$ cat src/rtl/if_stage.sv
// IF stage: holds the fetch PC, drives the synchronous instruction SRAM and
// hands {pred_PC, inst, PC} to IPD. Optional macro IF_STATIC_PRED_EN enables static branch prediction.
module if_stage #(
  parameter logic [31:0] RESET_PC = 32'h1C00_0000
) (
  input  logic        clk,
  input  logic        reset,
  input  logic [32:0] ID_to_IF_bus,
  output logic [95:0] IF_to_IPD_bus,
  input  logic        IPD_allow_in,
  output logic        IF_to_IPD_valid,
  output logic        inst_sram_en,
  output logic [3:0]  inst_sram_we,
  output logic [31:0] inst_sram_addr,
  output logic [31:0] inst_sram_wdata,
  input  logic [31:0] inst_sram_rdata
);

  logic        r_if_valid;
  logic [31:0] r_pc;
  logic [31:0] r_inst_buf;
  logic        r_inst_buf_valid;

  logic        w_cancel;
  logic [31:0] w_pc_from_id;
  logic        w_allow_in;
  logic        w_fetch;
  logic [31:0] w_inst;
  logic [31:0] w_pred_pc;
  logic [31:0] w_next_pc;

  assign w_cancel     = ID_to_IF_bus[32];
  assign w_pc_from_id = ID_to_IF_bus[31:0];

  assign w_allow_in = ~r_if_valid | IPD_allow_in | w_cancel;
  assign w_fetch    = w_allow_in & ~reset;

  // The SRAM only holds its output while requested, so a stalled word is replayed from the buffer.
  assign w_inst = r_inst_buf_valid ? r_inst_buf : inst_sram_rdata;

`ifdef IF_STATIC_PRED_EN
  logic [5:0] w_op;
  logic       w_is_jmp;
  logic       w_is_bcc_back;

  assign w_op          = w_inst[31:26];
  assign w_is_jmp      = (w_op == 6'b010100) | (w_op == 6'b010101);
  assign w_is_bcc_back = (w_op >= 6'b010110) & (w_op <= 6'b011011) & w_inst[25];

  // b/bl always taken; conditional branches predicted taken only when backward.
  always_comb begin
    w_pred_pc = r_pc + 32'd4;
    if (w_is_jmp)
      w_pred_pc = r_pc + {{4{w_inst[9]}}, w_inst[9:0], w_inst[25:10], 2'b00};
    else if (w_is_bcc_back)
      w_pred_pc = r_pc + {{14{w_inst[25]}}, w_inst[25:10], 2'b00};
  end
`else
  assign w_pred_pc = r_pc + 32'd4;
`endif

  always_comb begin
    w_next_pc = RESET_PC;
    if (w_cancel)
      w_next_pc = w_pc_from_id;
    else if (r_if_valid)
      w_next_pc = w_pred_pc;
  end

  assign IF_to_IPD_valid = r_if_valid & ~w_cancel & ~reset;
  assign IF_to_IPD_bus   = {w_pred_pc, w_inst, r_pc};

  assign inst_sram_en    = w_fetch;
  assign inst_sram_addr  = reset ? RESET_PC : w_next_pc;
  assign inst_sram_we    = 4'b0000;
  assign inst_sram_wdata = 32'd0;

  always_ff @(posedge clk) begin
    if (reset) begin
      r_if_valid       <= 1'b0;
      r_pc             <= RESET_PC - 32'd4;
      r_inst_buf       <= 32'd0;
      r_inst_buf_valid <= 1'b0;
    end else if (w_allow_in) begin
      r_if_valid       <= 1'b1;
      r_pc             <= w_next_pc;
      r_inst_buf_valid <= 1'b0;
    end else if (!r_inst_buf_valid) begin
      // Not allowed in implies valid, IPD stalled and no redirect: capture once.
      r_inst_buf       <= inst_sram_rdata;
      r_inst_buf_valid <= 1'b1;
    end
  end

endmodule

$ cat config.mk
export PLATFORM = sky130hd
export DESIGN_NAME = if_stage
export DESIGN_NICKNAME = d
export VERILOG_FILES = /design/src/rtl/if_stage.sv
export SDC_FILE = /design/constraint.sdc
export NUM_CORES = 1
export LEC_CHECK = 0
export CAP_MARGIN = 20
export CELL_PAD_IN_SITES_DETAIL_PLACEMENT = 1
export CELL_PAD_IN_SITES_GLOBAL_PLACEMENT = 1
export CORE_MARGIN = 5
export CORE_UTILIZATION = 29
export CTS_CLUSTER_DIAMETER = 200
export DETAILED_ROUTE_END_ITERATION = 8
export HOLD_SLACK_MARGIN = 0.12
export PLACE_DENSITY = 0.79
export SLEW_MARGIN = 20
export SYNTH_ARGS = -nofsm -noshare
export SYNTH_HDL_FRONTEND = slang
export SYNTH_SLANG_ARGS = --single-unit
$ cat constraint.sdc
create_clock -name clk -period 2.3 [get_ports clk]
set_input_delay 0.23 -clock clk [delete_from_list [all_inputs] [get_ports clk]]
set_output_delay 0.23 -clock clk [all_outputs]
set_load 0.02 [all_outputs]
==> results of run 1 <==
## cell type report
cell class	count	area share, %
clock inverter	5	1.15
sequential	66	15.3
timing repair buffer	373	37.3
tap	220	3.10
inverter	15	0.634
multi-input combinational	463	39.9
clock buffer	11	2.62
## report_power, final
group	total (W)	leakage [nW]	internal [W]	switching, W
logic	0.00200	2.99	0.000903	0.00110
clock network	0.00160	0.160	0.00106	0.000543
registers	0.00130	0.542	0.00122	0.0000730
total	0.00490	3.69	0.00319	0.00171
## worst paths after layout
kind                   from            endpoint
min reg2reg  r_inst_buf[20]      r_inst_buf[20]
max reg2reg      r_if_valid            r_pc[15]
min                   reset             r_pc[0]
max                 r_pc[2]  inst_sram_addr[27]
## flip-flops by register name, summed over array words and instances (netlist names)
signal and flops:
r_if_valid 1, r_inst_buf 32, r_inst_buf_valid 1, r_pc 32
## through the flow
step	TNS, ns	hold WS, ns	cells
after floorplan	-0.493	0.356	641
after global placement	-14.24	0.455	1104
after detailed placement	-17.37	0.464	1104
after CTS	-0.381	0.419	1142
after global routing	-2.63	0.439	1153
final	-1.13	0.437	1153
## tightest hold or removal path, stage by stage
cell and delay, ns:
buf_2 0.17, buf_12 0.20, nor2_1 0.12
## cell families (layout without fill, tap and decap cells)
family,after synthesis,after routing,synth area share (%)
multiplexers,33,33,7.62
AND/OR/NAND/NOR,226,226,25.5
flip-flops,66,66,27.2
AO/OA/AOI/OAI,139,139,22.0
other,1,36,0.0771
XOR/XNOR,28,28,5.04
adder cells (fa/ha/maj),1,1,0.257
buffers and inverters,112,404,12.4
## cell usage in the layout (no fill, tap or decap), drive strengths merged, types with 21 or more instances in the layout
master,synthesis,final
mux2,32,32
nand3,27,27
nor3,26,26
conb,1,36
clkdlybuf4s50,0,137
dfxtp,66,66
nand2,46,46
xnor2,21,21
nand4,28,28
nor2,38,38
a22o,33,33
buf,67,213
## timing repair
| item | in CTS | in global routing |
|---|---|---|
| setup buffers | 21 | 11 |
| resized for setup | 273 | 84 |
| pin swaps | 21 | 24 |
| setup endpoints to repair | 61 | 60 |
| gates cloned | 1 | 0 |
## per-layer routing
| layer | GRT usage [%] | vias to the layer above | part of all wire (%) |
|---|---|---|---|
| met5 | 0 | - | 0 |
| met4 | 13.0 | 0 | 4.9 |
| met3 | 4.73 | 93 | 5.4 |
| met1 | 29.6 | 3183 | 39 |
| met2 | 43.8 | 299 | 51 |
| li1 | - | 2840 | - |
==> summary.txt, run 1 <==
Run
  • Max-cap violations: 0

CTS
  • Clock Path Buffers: 2
  • Hold Buf Count CTS: 0
  • TritonCTS clock tree: built
  • Root Driver: clkbuf_16
  • H-tree levels: 3
  • Clk slew on worst S/H paths: around 0.06 ns
  • Inserted Clock Buffers: 9
  • CTS Sinks: 66
  • Clk Latency, worst-skew pair: around 0.34 ns

Worst setup path
  • CP Cell Sequence: nand4_4, or4_4, or4_4, a31oi_4, buf_6
  • Bufs and invs on worst path: 1
  • Worst Reg2Reg Path Length in Cells: 7
  • Worst-path fanout max: 4
  • Max incr delay on CP: 0.54 ns
  • Number of cells on the critical path: 5
  • WP data required: between 2 and 2.5 ns
  • Slowest CP cell: or4_4
  • Startpoint types: flip-flop
  • Critical Path Most Common Cell: or4_4
  • Setup Crit Path Kind: reg2out
  • Cell family with most CP delay: simple AND/OR/NAND/NOR gates
  • R2r setup slk: approximately 0.28 ns
  • Crit end category: primary output
  • Critical Path AT: around 2.2 ns

STA
  • Pins Over Slew Limit: 0
  • Clock Skews: approximately 0.0043 ns
  • Minimum clock period: between 2 and 2.5 ns
  • Maximum clock frequency: just over 400 MHz
  • RSZ-0062 raised after global routing: yes
  • Final setup vio count: 18
  • Slew Limit Headroom: between 60 and 70%
  • Slew of the pin with the lowest slew margin: approximately 0.58 ns
  • Final setup margin: -0.158 ns
  • Final worst path period share: 107%
  • Fin. Hold Viols: 0

Synth
  • Warnings from Yosys: 0
  • Most area-consuming cells after synthesis: dfxtp_1 27%, mux2_2 7.4%, buf_4 6.8%
  • Post-synth EDFFs: 0
  • FF+latch count, synth: between 60 and 70
  • Area leader, netlist: dfxtp_1
  • Top-count cell post-synth: dfxtp_1
  • FFs w/ async S/R, synth: 0%
  • Syn Area/Cell: roughly 8 µm²
  • Share of the synthesized area in the top cell type: between 20% and 30%
  • Syn Inst Count: 606
  • Synth unique cells: 68
  • Post-synth top flop: dfxtp_1
  • Post-synth top cells: 66 x dfxtp_1, 46 x nand2_1, 44 x buf_4
  • Seq/Total Area, Yosys: between 20% and 30%
  • Mapped Area: 4860 µm²

Placement
  • IO buf count: 197
  • Pre-CTS setup slack: -0.479 ns
  • Detailed placement HPWL: roughly 19000 µm
  • Post-place instance area: about 7900 µm²
  • GPL Wtd Cong: ~0.91

Cells and area
  • Fillers: 1887
  • Antenna cell count: 0
  • Area grow syn2layout: 82.7%
  • Fin area: just under 9000 µm²
  • Final Net Count: approximately 1000
  • Share of post-route cells with drive strength above 1: roughly two fifths
  • Reg area: 1360 µm²
  • Final Util: ~54%
  • Multi-input gate area: roughly 3500 µm²

Die
  • Core Region: approximately 17000 µm²
  • Die width: 139 µm
  • I/O pins: between 200 and 250
  • Cell row count: 47
  • Die height: 139 µm
  • Die Area: 19500 µm²
  • Initial core utilization: between 20% and 30%

Drt
  • Vias: approximately 6400
  • Initial DRC Count: 440
  • Post-route DRC: 0
  • WL/cell: 23.3 µm
  • Drt pass-1 iters: 5
  • Routed WL: 26900 µm
  • Post-route ant nets: 0
  • Vias per inst: approximately 5.6

Power and ir drop
  • Maximum VDD drop: roughly 400 µV
  • Lkg Pwr: ~3.7 nW
  • Total power: 0.00490 W
  • P per Cell Area: 551 nW/µm²

Min path
  • HP Class: in2reg
  • Hold-critical path depth: 3

Run status
  • Failing checks: setup timing
  • Status: finished with violations

GRT
  • Grt total ovfl: 0
  • Antenna violations before repair: 0
  • First-pass GRT wire length: roughly 40000 µm
  • Global Route Usage Sum: between 20% and 30%
  • Vias in the first global route: roughly 7000
  • Largest net degree at the start of global routing: 49
No activity file was read; power rests on OpenSTA's default activity.
==> run 2: changes to the inputs <==
--- a/config.mk
+++ b/config.mk
@@ -8,7 +8,8 @@
 export CAP_MARGIN = 20
 export CELL_PAD_IN_SITES_DETAIL_PLACEMENT = 1
 export CELL_PAD_IN_SITES_GLOBAL_PLACEMENT = 1
-export CORE_MARGIN = 5
+export CORE_ASPECT_RATIO = 1.5
+export CORE_MARGIN = 2
 export CORE_UTILIZATION = 29
 export CTS_CLUSTER_DIAMETER = 200
 export DETAILED_ROUTE_END_ITERATION = 8
==> run 2 against run 1 <==
  * The run still ends with setup timing left
  * Non-clock buffer count is 11 higher
  * Count of clock-buffer cells in the layout down 2
  * Worst hold slack better by 0.023 ns
  * Largest power group unchanged
  * Highest routed layer unchanged
==> summary.txt, run 2 (synthesis gave the netlist of run 1 again) <==
GRT
  • Grt met3 use: 5.52% (+0.79 points)
  • Largest net degree at the start of global routing: 29 (-41%)
  • Met1 usage: 27.1% (-2.5 points)
  • GRT Max-Usage Layer: met2
  • First-pass GRT wire length: 37300 µm (-5.5%)
  • Vias in the first global route: 6895 (-0.38%)
  • Antenna violations before repair: 0 (unchanged)
  • Grt total ovfl: 0 (unchanged)
  • Global Route met2 Usage: 50.2% (+6.4 points)
  • Global Route Usage Sum: 27.2% (+2.0 points)

CTS
  • Clock Path Buffers: 2 (unchanged)
  • Clk slew on worst S/H paths: 0.07 ns (about the same)
  • Clk Latency, worst-skew pair: 0.34 ns (about the same)
  • Inserted Clock Buffers: 9 (unchanged)
  • TritonCTS clock tree: built
  • Root Driver: clkbuf_16
  • CTS Sinks: 66 (unchanged)
  • H-tree levels: 3 (unchanged)
  • Hold Buf Count CTS: 0 (unchanged)

STA
  • RSZ-0062 raised after global routing: yes
  • Final worst path period share: 108% (+1.6 points)
  • Fin. Hold Viols: 0 (unchanged)
  • Maximum clock frequency: 401 MHz (-1.5%)
  • Post-Route Setup TNS: -0.684 ns (+0.449 ns)
  • Minimum clock period: 2.49 ns (+0.0367 ns)
  • Clock Skews: 0.00900 ns (+0.00475 ns)
  • Pins Over Slew Limit: 0 (unchanged)
  • Final setup vio count: 15 (-3)
  • Final setup margin: -0.194 ns (-0.0367 ns)

Power and ir drop
  • Maximum VDD drop: 333 µV (-16%)
  • Switching power: 0.00178 W (+4.2%)
  • Sequential share of power: 26.1% (-0.4 points)
  • Share of total power in the clock network: 33.0% (+0.3 points)
  • Lkg Pwr: 3.79 nW (+2.5%)
  • Total power: 0.00499 W (+1.9%)
  • Internal Power: 0.00321 W (+0.62%)
  • P per Cell Area: 550 nW/µm² (-0.31%)
  • Logic pwr share: 40.9% (about the same)
  • Switching Fraction: 35.8% (+0.79 points)

Cells and area
  • Most common cell after layout, fill and taps aside: buf_4
  • Registers with the most flip-flops: r_inst_buf x32, r_pc x32
  • Most frequent cells in the layout: 176 x buf_4, 138 x clkdlybuf4s50_1, 42 x dfxtp_1, 41 x nand2_1, 36 x conb_1
  • Area grow syn2layout: 86.7%
  • Share of post-route cells with drive strength above 1: 42.1% (+1.4 points)
  • Fillers: 1892 (+0.26%)
  • Antenna cell count: 0 (unchanged)
  • Final Net Count: 1008 (+1.1%)

Drt
  • Post-route DRC: 0 (unchanged)
  • Post-route ant nets: 0 (unchanged)
  • Initial DRC Count: 563 (+28%)
  • Drt pass-1 iters: 5 (unchanged)
  • WL/cell: 23.3 µm (-0.20%)
  • Vias: 6642 (+3.5%)
  • Routed WL: 26800 µm (-0.20%)
  • Vias per inst: 5.76 (+3.5%)

Worst setup path
  • Max incr delay on CP: 0.49 ns (-0.05 ns)
  • Cell family with most CP delay: simple AND/OR/NAND/NOR gates
  • Worst-path fanout max: 5 (+1)
  • Startpoint types: flip-flop
  • Critical Path Most Common Cell: buf_4
  • Bufs and invs on worst path: 2 (+1)
  • R2r setup slk: 0.18 ns (-0.10 ns)
  • Critical Path AT: 2.26 ns (+0.03 ns)
  • WP data required: 2.07 ns (about the same)
  • CP Cell Sequence: nand4_4, buf_4, or4_4, or4_1, o211ai_1, buf_4
  • Crit end category: primary output
  • Setup Crit Path Kind: reg2out
  • Slowest CP cell: or4_1

Placement
  • GPL Wtd Cong: 0.921 (+1.3%)
  • Pre-CTS setup slack: -0.468 ns (+0.0112 ns)
  • Detailed placement HPWL: 17800 µm (-4.2%)
  • IO buf count: 197 (unchanged)

Die
  • Cell row count: 58 (+23%)
  • Die Area: 17800 µm² (-8.3%)
  • Die height: 163 µm (+17%)
  • Die width: 110 µm (-21%)
  • Initial core utilization: 29.3% (-0.17 points)
  • Core Region: 16600 µm² (+0.57%)
  • I/O pins: 234 (unchanged)

Run
  • Max-cap violations: 0 (unchanged)

Run status
  • Failing checks: setup timing
  • Status: finished with violations

Min path
  • HP Class: in2reg
==> run 2: changes by cell type in the layout (fill, tap and decap cells not counted), sizes merged <==
cell           before  now
dlymetal6s2s        3    2
clkdlybuf4s50     137  138
clkbuf             16   13
clkdlybuf4s15       7    2
inv                14   15
buf               213  231
dlygate4sd2         8    7
==> run 2: final timing paths <==
check	startpoint	end	cells after the start
worst min register to register	r_inst_buf[7]	r_inst_buf[7]	1
worst min-delay path	reset	r_pc[31]	5
worst max register to register	r_pc[15]	r_pc[23]	7
worst max-delay path	r_pc[3]	inst_sram_addr[13]	6
==> run 2: power by group through the flow <==
| stage | Clock, W | Sequential, W | Combinational, W |
|---|---|---|---|
| after floorplan | 0 | 0.00136 | 0.000851 |
| after global placement | 0 | 0.00130 | 0.00180 |
| after detailed placement | 0 | 0.00130 | 0.00182 |
| after CTS | 0.00167 | 0.00128 | 0.00186 |
| after global routing | 0.00171 | 0.00131 | 0.00213 |
| final | 0.00165 | 0.00130 | 0.00204 |
==> run 2: worst register-to-register path: cells and delay by family (launching register included) <==
family	cells	cell delay [ns]
AND/OR/NAND/NOR	4	1.26
buffers and inverters	3	0.46
flip-flops	1	0.35
==> run 2: layer usage <==
metal,vias up,routed length (µm)
li1,2859,-
met1,3255,9090
met2,417,14200
met3,111,1870
met4,0,1620
met5,-,0
==> run 2: through the flow <==
stage               hold slack, ns  util, %  cells  instance area, µm²
finish                       0.460     54.6   1153                9080
global route                 0.445     54.6   1153                9080
CTS                          0.411     51.9   1138                8630
detailed placement           0.462     48.5   1113                8050
global placement             0.455     48.5   1113                8050
floorplan                    0.356        -    641                5080
==> run 2: area by class of cell <==
type | instances | area (µm²) | area share (%)
clock buffer | 9 | 225 | 2.48
clock inverter | 6 | 115 | 1.27
inverter | 15 | 56.3 | 0.620
multi-input combinational | 463 | 3610 | 39.8
sequential | 66 | 1370 | 15.0
tap | 210 | 263 | 2.89
timing repair buffer | 384 | 3440 | 37.9
==> run 2: repair_timing <==
action	in CTS	in global routing
resized for setup	284	107
gates cloned	0	0
setup buffers	11	16
pin swaps	21	31
setup endpoints to repair	56	50
